===== src/rtl/id_ex_operand_stage.sv =====
// id_ex_operand_stage: ID/EX operand register stage feeding the EX-stage ALU
// Ports: clk, rst_n (synchronous, active-low); in_valid/in_ready and in_* decode fields;
//   flush kills the held and the incoming instruction; exm_*/mwb_* bypass sources;
//   out_valid/out_ready EX handshake; alu_in_1/alu_in_2/alu_op drive the ALU;
//   out_rd/out_reg_write pass through to EX/MEM; stall_cnt counts stalled cycles (saturating).
// Option: define ID_EX_FORWARD_EN to enable EX/MEM and MEM/WB forwarding plus operand
//   refresh while held; otherwise the bypass inputs are ignored and held operands stay static.
module id_ex_operand_stage #(
    parameter int WIDTH    = 32,
    parameter int REG_AW   = 5,
    parameter int STALL_CW = 16
) (
    input  logic                clk,
    input  logic                rst_n,
    input  logic                in_valid,
    output logic                in_ready,
    input  logic [WIDTH-1:0]    in_rs_data,
    input  logic [WIDTH-1:0]    in_rt_data,
    input  logic [WIDTH-1:0]    in_imm,
    input  logic [REG_AW-1:0]   in_rs,
    input  logic [REG_AW-1:0]   in_rt,
    input  logic [REG_AW-1:0]   in_rd,
    input  logic [3:0]          in_alu_op,
    input  logic                in_use_imm,
    input  logic                in_reg_write,
    input  logic                flush,
    input  logic                exm_wr,
    input  logic [REG_AW-1:0]   exm_rd,
    input  logic [WIDTH-1:0]    exm_res,
    input  logic                mwb_wr,
    input  logic [REG_AW-1:0]   mwb_rd,
    input  logic [WIDTH-1:0]    mwb_res,
    output logic                out_valid,
    input  logic                out_ready,
    output logic [WIDTH-1:0]    alu_in_1,
    output logic [WIDTH-1:0]    alu_in_2,
    output logic [3:0]          alu_op,
    output logic [REG_AW-1:0]   out_rd,
    output logic                out_reg_write,
    output logic [STALL_CW-1:0] stall_cnt
);
    localparam logic [3:0] ALU_ADD = 4'd0;
    logic [REG_AW-1:0] rs_q, rt_q;
    logic [WIDTH-1:0]  rs_data_q, rt_data_q, imm_q, fwd_rs, fwd_rt;
    logic              use_imm_q, capture, hold;
`ifdef ID_EX_FORWARD_EN
    // EX/MEM is the younger producer so it wins; $zero is never bypassed
    always_comb begin
        fwd_rs = exm_wr && exm_rd == rs_q && rs_q != '0 ? exm_res :
                 mwb_wr && mwb_rd == rs_q && rs_q != '0 ? mwb_res : rs_data_q;
        fwd_rt = exm_wr && exm_rd == rt_q && rt_q != '0 ? exm_res :
                 mwb_wr && mwb_rd == rt_q && rt_q != '0 ? mwb_res : rt_data_q;
    end
`else
    logic unused_bypass;
    assign fwd_rs = rs_data_q;
    assign fwd_rt = rt_data_q;
    assign unused_bypass = ^{exm_wr, exm_rd, exm_res, mwb_wr, mwb_rd, mwb_res, rs_q, rt_q};
`endif
    assign in_ready = !out_valid || out_ready || flush;
    assign capture  = in_valid && in_ready && !flush;
    assign hold     = out_valid && !out_ready;
    assign alu_in_1 = fwd_rs;
    assign alu_in_2 = use_imm_q ? imm_q : fwd_rt;
    always_ff @(posedge clk) begin
        if (!rst_n) begin
            out_valid     <= 1'b0;
            rs_q          <= '0;
            rt_q          <= '0;
            rs_data_q     <= '0;
            rt_data_q     <= '0;
            imm_q         <= '0;
            use_imm_q     <= 1'b0;
            alu_op        <= ALU_ADD;
            out_rd        <= '0;
            out_reg_write <= 1'b0;
            stall_cnt     <= '0;
        end else begin
            out_valid <= flush ? 1'b0 : capture ? 1'b1 : hold;
            if (capture) begin
                rs_q          <= in_rs;
                rt_q          <= in_rt;
                rs_data_q     <= in_rs_data;
                rt_data_q     <= in_rt_data;
                imm_q         <= in_imm;
                use_imm_q     <= in_use_imm;
                alu_op        <= in_alu_op;
                out_rd        <= in_rd;
                out_reg_write <= in_reg_write;
            end else if (hold) begin
                // latch bypassed values so they survive the producer retiring mid-stall
                rs_data_q <= fwd_rs;
                rt_data_q <= fwd_rt;
            end
            if (hold && stall_cnt != '1)
                stall_cnt <= stall_cnt + STALL_CW'(1);
        end
    end
endmodule


===== config.mk =====
export PLATFORM = sky130hd
export DESIGN_NAME = id_ex_operand_stage
export DESIGN_NICKNAME = d
export VERILOG_FILES = /design/src/rtl/id_ex_operand_stage.sv
export SDC_FILE = /design/constraint.sdc
export NUM_CORES = 1
export LEC_CHECK = 0
export CAP_MARGIN = 30
export CORE_AREA = 2 2 113 115
export DETAILED_ROUTE_END_ITERATION = 10
export DIE_AREA = 0 0 115 117
export PLACE_DENSITY_LB_ADDON = 0.12
export SYNTH_ARGS = -nofsm -noshare
export SYNTH_HDL_FRONTEND = slang
export SYNTH_SLANG_ARGS = --single-unit
export TNS_END_PERCENT = 20

===== constraint.sdc =====
create_clock -name clk -period 3.8 [get_ports clk]
set_clock_uncertainty 0.2 [all_clocks]
set_input_delay 0.57 -clock clk [delete_from_list [all_inputs] [get_ports clk]]
set_output_delay 0.57 -clock clk [all_outputs]
set_load 0.01 [all_outputs]

# Word-level counts from Yosys, hierarchy flattened
# Cells that the tools add are included.
# W data, S select, Z words.
totals:
  reg_bits: 124
  in_bits: 198
  out_inout_bits: 92
  wordCells: 24
op_classes:
  addsub: 1
  eq_ne: 1
  n_mux: 2
  n_bitwise: 1
  reduce_logical: 10
op_table:
  columns: ["op", "n"]
  rows:
  - ["$mux W32", 1]
  - ["$add A16 B1 Y16 const B", 1]
  - ["$ne A16 B16 Y1 const B", 1]
  - ["$logic_and A1 B1 Y1", 4]
  - ["$logic_not A1 Y1", 3]
  - ["$logic_or A1 B1 Y1", 2]
  - ["$reduce_or A2 Y1", 1]
  - ["$mux W1", 1]
  - ["$not A1 Y1", 1]

# Longest topological paths before layout
# Gate-level depths: netlist (run 1).
logic_depth:
  depth_word: 6
  ltp_mapped: 8
  depth_no_buf: 5

# Least setup slack after synthesis (run 1)
# OpenSTA, ideal clock, no wires.
synth_path:
  path_kind: "input -> register"
  startpoint: "input out_ready"
  endpoint: "register stall_cnt[9]"
  setup_time_ns: 0.070
  arrival_ns: 1.858
  required_time_ns: 3.530
  path_slack_ns: 1.672
  cell_stages: 5
  n_path_buf: 1
  path_cell_list: "nand2b_4 -> or4_1 -> clkbuf_2 -> or4_1 -> a21oi_1"
synth_via:
  elab_chain_cells: 3
synth_rtl:
  columns: ["item", "line_no", "source"]
  rows:
  - ["start: declaration", "34", "input logic out_ready,"]
  - ["$logic_not A1 Y1", "62", "assign hold = out_valid && !out_ready;"]
  - ["$logic_and A1 B1 Y1", "62", null]
  - ["$logic_and A1 B1 Y1", "95", "if (hold && stall_cnt != '1)"]
  - ["end signal: assignment", "96", "stall_cnt <= stall_cnt + STALL_CW'(1);"]
  - ["end: declaration", "40", "output logic [STALL_CW-1:0] stall_cnt"]
# No other way between the ends.
# A chain may end at the register's enable or synchronous reset.

# Worst setup path after layout (run 1)
layout_path:
  startpoint: "register use_imm_q"
  endpoint: "output alu_in_2[1]"
layout_via:
  elab_chain_cells: 1
layout_rtl:
  columns: ["item", "line_no", "source"]
  rows:
  - ["start: declaration", "45", "logic use_imm_q, capture, hold;"]
  - ["start signal: assignment", "86", "use_imm_q <= in_use_imm;"]
  - ["$mux W32", "64", "assign alu_in_2 = use_imm_q ? imm_q : fwd_rt;"]
  - ["end: declaration", "36", "output logic [WIDTH-1:0] alu_in_2,"]
# No other way between the ends.

==> impl_metrics.ini, run 1 <==
[logic_synthesis]
synth_top_cells_by_area = dfxtp_1 (51%), nand2_1 (17%), a21oi_1 (12%)
ys_seq_area_share_pct = 50.8
synth_seq_cells = 124
synth_fa_ha_area_share_pct = 0.256
synth_top_family_by_area = simple AND/OR/NAND/NOR gates
synth_compound_area_share_pct = 13.9
yosys.area.top_type = dfxtp_1
synth_area_um2 = 4890
synth_mux_area_share_pct = 8.19
synthSimpleGateAreaFrac_pct = 22.8
yosysTopAreaCellShare_pct = 50.8
synthCells = 603
yosys_warnings = 0
synth_cell_types = 35
synth_nets = 802
synth.avg_cell_area_um2 = 8.11
synth_xor_area_share_pct = 0.179

[die]
initial_core_util_pct = 39.7
die_y_um = 117
num_rows = 41
io_pins = 290
die_w_um = 115
dieArea_um2 = 13500
design.core.area_um2 = 12300

[place]
place_ws_ns = 1.00
routabilityCongestion = 0.768
dpl.hpwl_um = 8760
placedCellCount = 917
port-buffer-count = 203

[clock_tree]
cts_hold_buf = 0
clock_latency_ns = 0.41
root_buffer = clkbuf_16
cts_buffers = 17
cts_tree = done
cts_setup_buffers = 0
cts_htree_levels = 4
clkSlewWorstSetupHoldPaths_ns = 0.05
post_cts_resized = 0
clk_path_buf_depth = 2
cts.sinks = 124

[timing]
finalHoldViolCount = 0
fmax_mhz = 333
period_needed_ns = 3.00
tns_ns = 0
relSlewSlack_pct = 42.2
rsz0062_at_grt = false
setup_ws_ns = 0.799
setup_viol = 0
slew_violations = 0
min_period_over_period_pct = 79.0
worstMarginPinSlew_ns = 0.866

[cells_and_area]
layout.cells.most_common = nand2_1
layout-drive-gt1-share_pct = 8.29
area_growth_pct = 53.6
antenna_cells = 0
instances_no_fill = 946
layout_common_cells = nand2_1 (224), clkdlybuf4s50_1 (203), dfxtp_1 (123)
final_nets = 985
final_core_util_pct = 61.0

[power_and_ir_drop]
seqPwrFrac_pct = 43.2
leakage_uw = 0.00269
power.internal_uw = 2510
pwr-share-comb_pct = 11.5
power_uw = 3220
ir_worst_vdd_mv = 0.250
switching_power_uw = 702
p_sw_share_pct = 21.8
p_clk_share_pct = 45.3
power_density_nw_per_um2 = 428

[min_path]
min-delay-start = fwd_rt[7]$_SDFFE_PN0P_
min_to = fwd_rt[7]$_SDFFE_PN0P_
hold_path_depth = 2
holdCritPathClass = reg2reg

[grt]
grt_usage_pct = 19.5
grt_pass1_vias = 4385
antenna_found_initial = 0
grt_start_max_net_pins = 115
grt_first_pass_wirelength_um = 20700
grt_overflow = 0

[worst_setup_path]
reg2reg_from = stall_cnt[0]$_SDFFE_PN0P_
start_kind = flip-flop
worst_r2r_path_depth = 5
rr_endpoint = stall_cnt[2]$_SDFFE_PN0P_
regToRegSetupSlack_ns = 1.51
path_class = reg2out
end_kind = output pin
worstPathMaxFanout = 33
worstPathRequired_ns = 3.03
cp.arrival_ns = 2.23

[run_status]
status = completed

[drt]
routed-via-count = 4721
viasPerCell = 4.99
drt-total-wl_um = 13200
drc = 0
avgRoutedWirePerCell_um = 13.9
drt_iter0_drc = 259
postRouteAntennaNets = 0
dr.pass1.iters = 5

[job]
maxCapViolations = 0
[critical path: stages, from the launching register on]
cell,delay (ns)
dfxtp_2,0.88
mux2_2,0.41
clkdlybuf4s50_1,0.51
[through the flow]
step	hold WS, ns	cell area, um2
2_1_floorplan	0.233	4890
3_3_place_gp	0.239	6980
3_5_place_dp	0.243	6980
4_1_cts	0.252	7510
5_1_grt	0.265	7510
6_report	0.248	7510
[power groups by stage]
| stage | clock (uW) | combinational [uW] | sequential (uW) |
|---|---|---|---|
| floorplan | 0 | 147 | 1410 |
| global placement | 0 | 368 | 1410 |
| detailed placement | 0 | 372 | 1410 |
| CTS | 1490 | 374 | 1390 |
| global route | 1550 | 404 | 1390 |
| finish | 1460 | 370 | 1390 |
[sequential cells by signal, indices dropped and copies added, names as in the netlist, 4 cells and up]
signal	count
imm_q	32
alu_op	4
out_rd	5
alu_in_1	32
stall_cnt	16
fwd_rt	32
[Yosys cell counts (all sizes together)]
library cell / number
nor2: 4
nor2b: 1
nand3b: 1
or4: 5
nand2: 224
dlygate4sd1: 1
and3: 1
nor4: 3
nor3: 1
o2111ai: 1
a21oi: 118
xor2: 1
nand2b: 4
nand4: 5
nor4b: 1
or3: 7
clkbuf: 36
mux2: 32
inv: 2
and4: 2
dfxtp: 124
nor3b: 1
a311oi: 1
mux2i: 4
ha: 1
o31ai: 6
buf: 7
o21ai: 5
nand3: 4
[kinds of logic (layout without fill, tap and decap cells)]
family                     count (synthesis)  after routing
DFF                                      124            124
buffers and inverters                     46            239
and+or+nand+nor                          264            264
xor gates and xnor gates                   1              1
adders and majority gates                  1              1
AOI/OAI and AO/OA                        131            131
muxes                                     36             36
[final cells by class]
| type | instances | area [um2] |
|---|---|---|
| multi-input combinational | 433 | 2220 |
| clock buffer | 27 | 493 |
| tap | 150 | 188 |
| inverter | 2 | 8.76 |
| timing repair buffer | 208 | 2080 |
| sequential | 124 | 2480 |
| clock inverter | 2 | 35.0 |
| fill | 1108 | 4800 |
[worst max path at each step]
stage / startpoint / end / cells after the start
6_report: use_imm_q$_SDFFE_PN0P_ / alu_in_2[1] / 2
3_5_place_dp: out_ready / stall_cnt[15]$_SDFFE_PN0P_ / 5
3_3_place_gp: out_ready / in_ready / 4
2_1_floorplan: out_ready / stall_cnt[9]$_SDFFE_PN0P_ / 5
5_1_grt: use_imm_q$_SDFFE_PN0P_ / alu_in_2[30] / 2
4_1_cts: use_imm_q$_SDFFE_PN0P_ / alu_in_2[30] / 2
[metal layers]
metal | track usage [%] | share of wire [%]
met4 | 9.40 | 2.1
met3 | 8.19 | 9.4
met1 | 23.1 | 43
met2 | 30.9 | 46
met5 | 0 | 0
Power figures use the tool's default switching activity.
==> run 2, diff against run 1 <==
--- a/config.mk
+++ b/config.mk
@@ -6,9 +6,9 @@
 export NUM_CORES = 1
 export LEC_CHECK = 0
 export CAP_MARGIN = 30
-export CORE_AREA = 2 2 113 115
+export CORE_MARGIN = 1
+export CORE_UTILIZATION = 34
 export DETAILED_ROUTE_END_ITERATION = 10
-export DIE_AREA = 0 0 115 117
 export PLACE_DENSITY_LB_ADDON = 0.12
 export SYNTH_ARGS = -nofsm -noshare
 export SYNTH_HDL_FRONTEND = slang
==> constraint.sdc (replaced) <==
create_clock -name clk -period 2.7 [get_ports clk]
set_clock_uncertainty 0.2 [all_clocks]
set_input_delay 0.405 -clock clk [delete_from_list [all_inputs] [get_ports clk]]
set_output_delay 0.405 -clock clk [all_outputs]
set_load 0.01 [all_outputs]
==> run 2 against run 1 <==
  * Hold slack improved by 0.0016 ns
  * Die area increased by 10%
  * Clock power up 46%
  * Critical path type unchanged
  * Largest cell class unchanged
  * Highest routed layer unchanged
==> impl_metrics.ini, run 2 (synthesis results as in run 1) <==
[grt]
grt_start_max_net_pins = 58
grt_pass1_vias = 4491
grt_usage_pct = 18.5
grt_overflow = 0
grt_first_pass_wirelength_um = 21500
antenna_found_initial = 0

[drt]
routed-via-count = 4706
drt_iter0_drc = 197
postRouteAntennaNets = 0
avgRoutedWirePerCell_um = 13.7
viasPerCell = 4.77
dr.pass1.iters = 4
drt-total-wl_um = 13500
drc = 0

[clock_tree]
cts_buffers = 17
cts.sinks = 124
cts_setup_buffers = 0
cts_hold_buf = 0
cts_htree_levels = 4
cts_tree = done
root_buffer = clkbuf_16
clkSlewWorstSetupHoldPaths_ns = 0.05
post_cts_resized = 0
clock_latency_ns = 0.41
clk_path_buf_depth = 2

[timing]
fmax_mhz = 400
slew_violations = 0
relSlewSlack_pct = 64.0
min_period_over_period_pct = 92.6
worstMarginPinSlew_ns = 0.539
tns_ns = 0
finalHoldViolCount = 0
setup_ws_ns = 0.199
setup_viol = 0
rsz0062_at_grt = false
hold_slack_ns = 0.250
period_needed_ns = 2.50

[worst_setup_path]
cp.arrival_ns = 1.90
cp-endpoint = alu_in_2[4]
worstPathRequired_ns = 2.10
crit_chain = buf_4 > mux2_2 > clkdlybuf4s50_1
cpPeakStageDelay_ns = 0.50
path_class = reg2out
end_kind = output pin
cp_top_family = buffers and inverters
crit_start = use_imm_q$_SDFFE_PN0P_
start_kind = flip-flop
worstPathMaxFanout = 21
cp.buffers_inverters = 2
rr_endpoint = stall_cnt[15]$_SDFFE_PN0P_
worst_r2r_path_depth = 4
regToRegSetupSlack_ns = 0.60
reg2reg_from = stall_cnt[2]$_SDFFE_PN0P_
critical_path_depth = 3
critPathSlowestCell = clkdlybuf4s50_1

[run_status]
status = completed

[die]
initial_core_util_pct = 35.1
dieArea_um2 = 14900
die_w_um = 122
die_y_um = 122
design.core.area_um2 = 13900
io_pins = 290
num_rows = 43

[power_and_ir_drop]
leakage_uw = 0.00275
power_density_nw_per_um2 = 601
power_uw = 4610
ir_worst_vdd_mv = 0.403

[cells_and_area]
antenna_cells = 0
final_nets = 992
layout_common_cells = nand2_1 (224), clkdlybuf4s50_1 (203), dfxtp_1 (123)
area_growth_pct = 57.0
layout.cells.most_common = nand2_1
final_core_util_pct = 55.1
layout-drive-gt1-share_pct = 10.2

[place]
port-buffer-count = 203
place_ws_ns = 0.115
routabilityCongestion = 0.767
dpl.hpwl_um = 9190

[min_path]
holdCritPathClass = reg2reg

[job]
maxCapViolations = 0
[run 2: cell count changes in the layout (fill, tap and decap cells not counted), sizes merged]
cell / before / now
clkinv: 2 / 7
clkbuf: 27 / 21
buf: 5 / 12
clkinvlp: 0 / 4
[run 2: worst min-delay path by stage]
stage	start	to	slack, ns	depth (start not counted)
2_1_floorplan	imm_q[0]$_SDFFE_PN0P_	imm_q[0]$_SDFFE_PN0P_	0.23	2
3_3_place_gp	imm_q[5]$_SDFFE_PN0P_	imm_q[5]$_SDFFE_PN0P_	0.24	2
3_5_place_dp	fwd_rt[7]$_SDFFE_PN0P_	fwd_rt[7]$_SDFFE_PN0P_	0.24	2
4_1_cts	fwd_rt[7]$_SDFFE_PN0P_	fwd_rt[7]$_SDFFE_PN0P_	0.25	2
5_1_grt	imm_q[27]$_SDFFE_PN0P_	imm_q[27]$_SDFFE_PN0P_	0.27	2
6_report	fwd_rt[7]$_SDFFE_PN0P_	fwd_rt[7]$_SDFFE_PN0P_	0.25	2
[run 2: power breakdown]
part	switching [uW]	internal, uW
registers	35.5	1910
clock network	797	1330
logic	224	320
total	1060	3560
[run 2: metrics by stage]
stage | std cells | cell area (um2)
floorplan | 603 | 4890
global placement | 954 | 7110
detailed placement | 954 | 7110
CTS | 986 | 7670
global route | 986 | 7670
finish | 986 | 7670
[run 2: per-layer routing]
layer  GRT usage [%]  share of wire [%]  vias to the layer above
li1                -                  -                     2393
met1            21.6                 43                     2146
met2            30.1                 47                      155
met3            7.30                8.6                       12
met4            7.02                1.3                        0
met5               0                  0                        -
[run 2: tightest hold or removal path: stages, from the launching register on]
cell     delay, ns
dfxtp_1       0.30
nand2_1       0.05
a21oi_1       0.05
[run 2: area by class of cell]
class                           count  area (um2)
Inverter                            2        8.76
Fill cell                        1329        6260
Tap cell                          180         225
Timing Repair Buffer              215        2170
Sequential cell                   124        2480
Clock buffer                       21         470
Clock inverter                     11        93.8
Multi-Input combinational cell    433        2220
==> run 3, diff against run 2 <==
--- a/config.mk
+++ b/config.mk
@@ -8,6 +8,7 @@
 export CAP_MARGIN = 30
 export CORE_MARGIN = 1
 export CORE_UTILIZATION = 34
+export CTS_CLUSTER_SIZE = 20
 export DETAILED_ROUTE_END_ITERATION = 10
 export PLACE_DENSITY_LB_ADDON = 0.12
 export SYNTH_ARGS = -nofsm -noshare
==> results of run 3 <==
Final layout, timing and power as in run 2 (identical DEF).
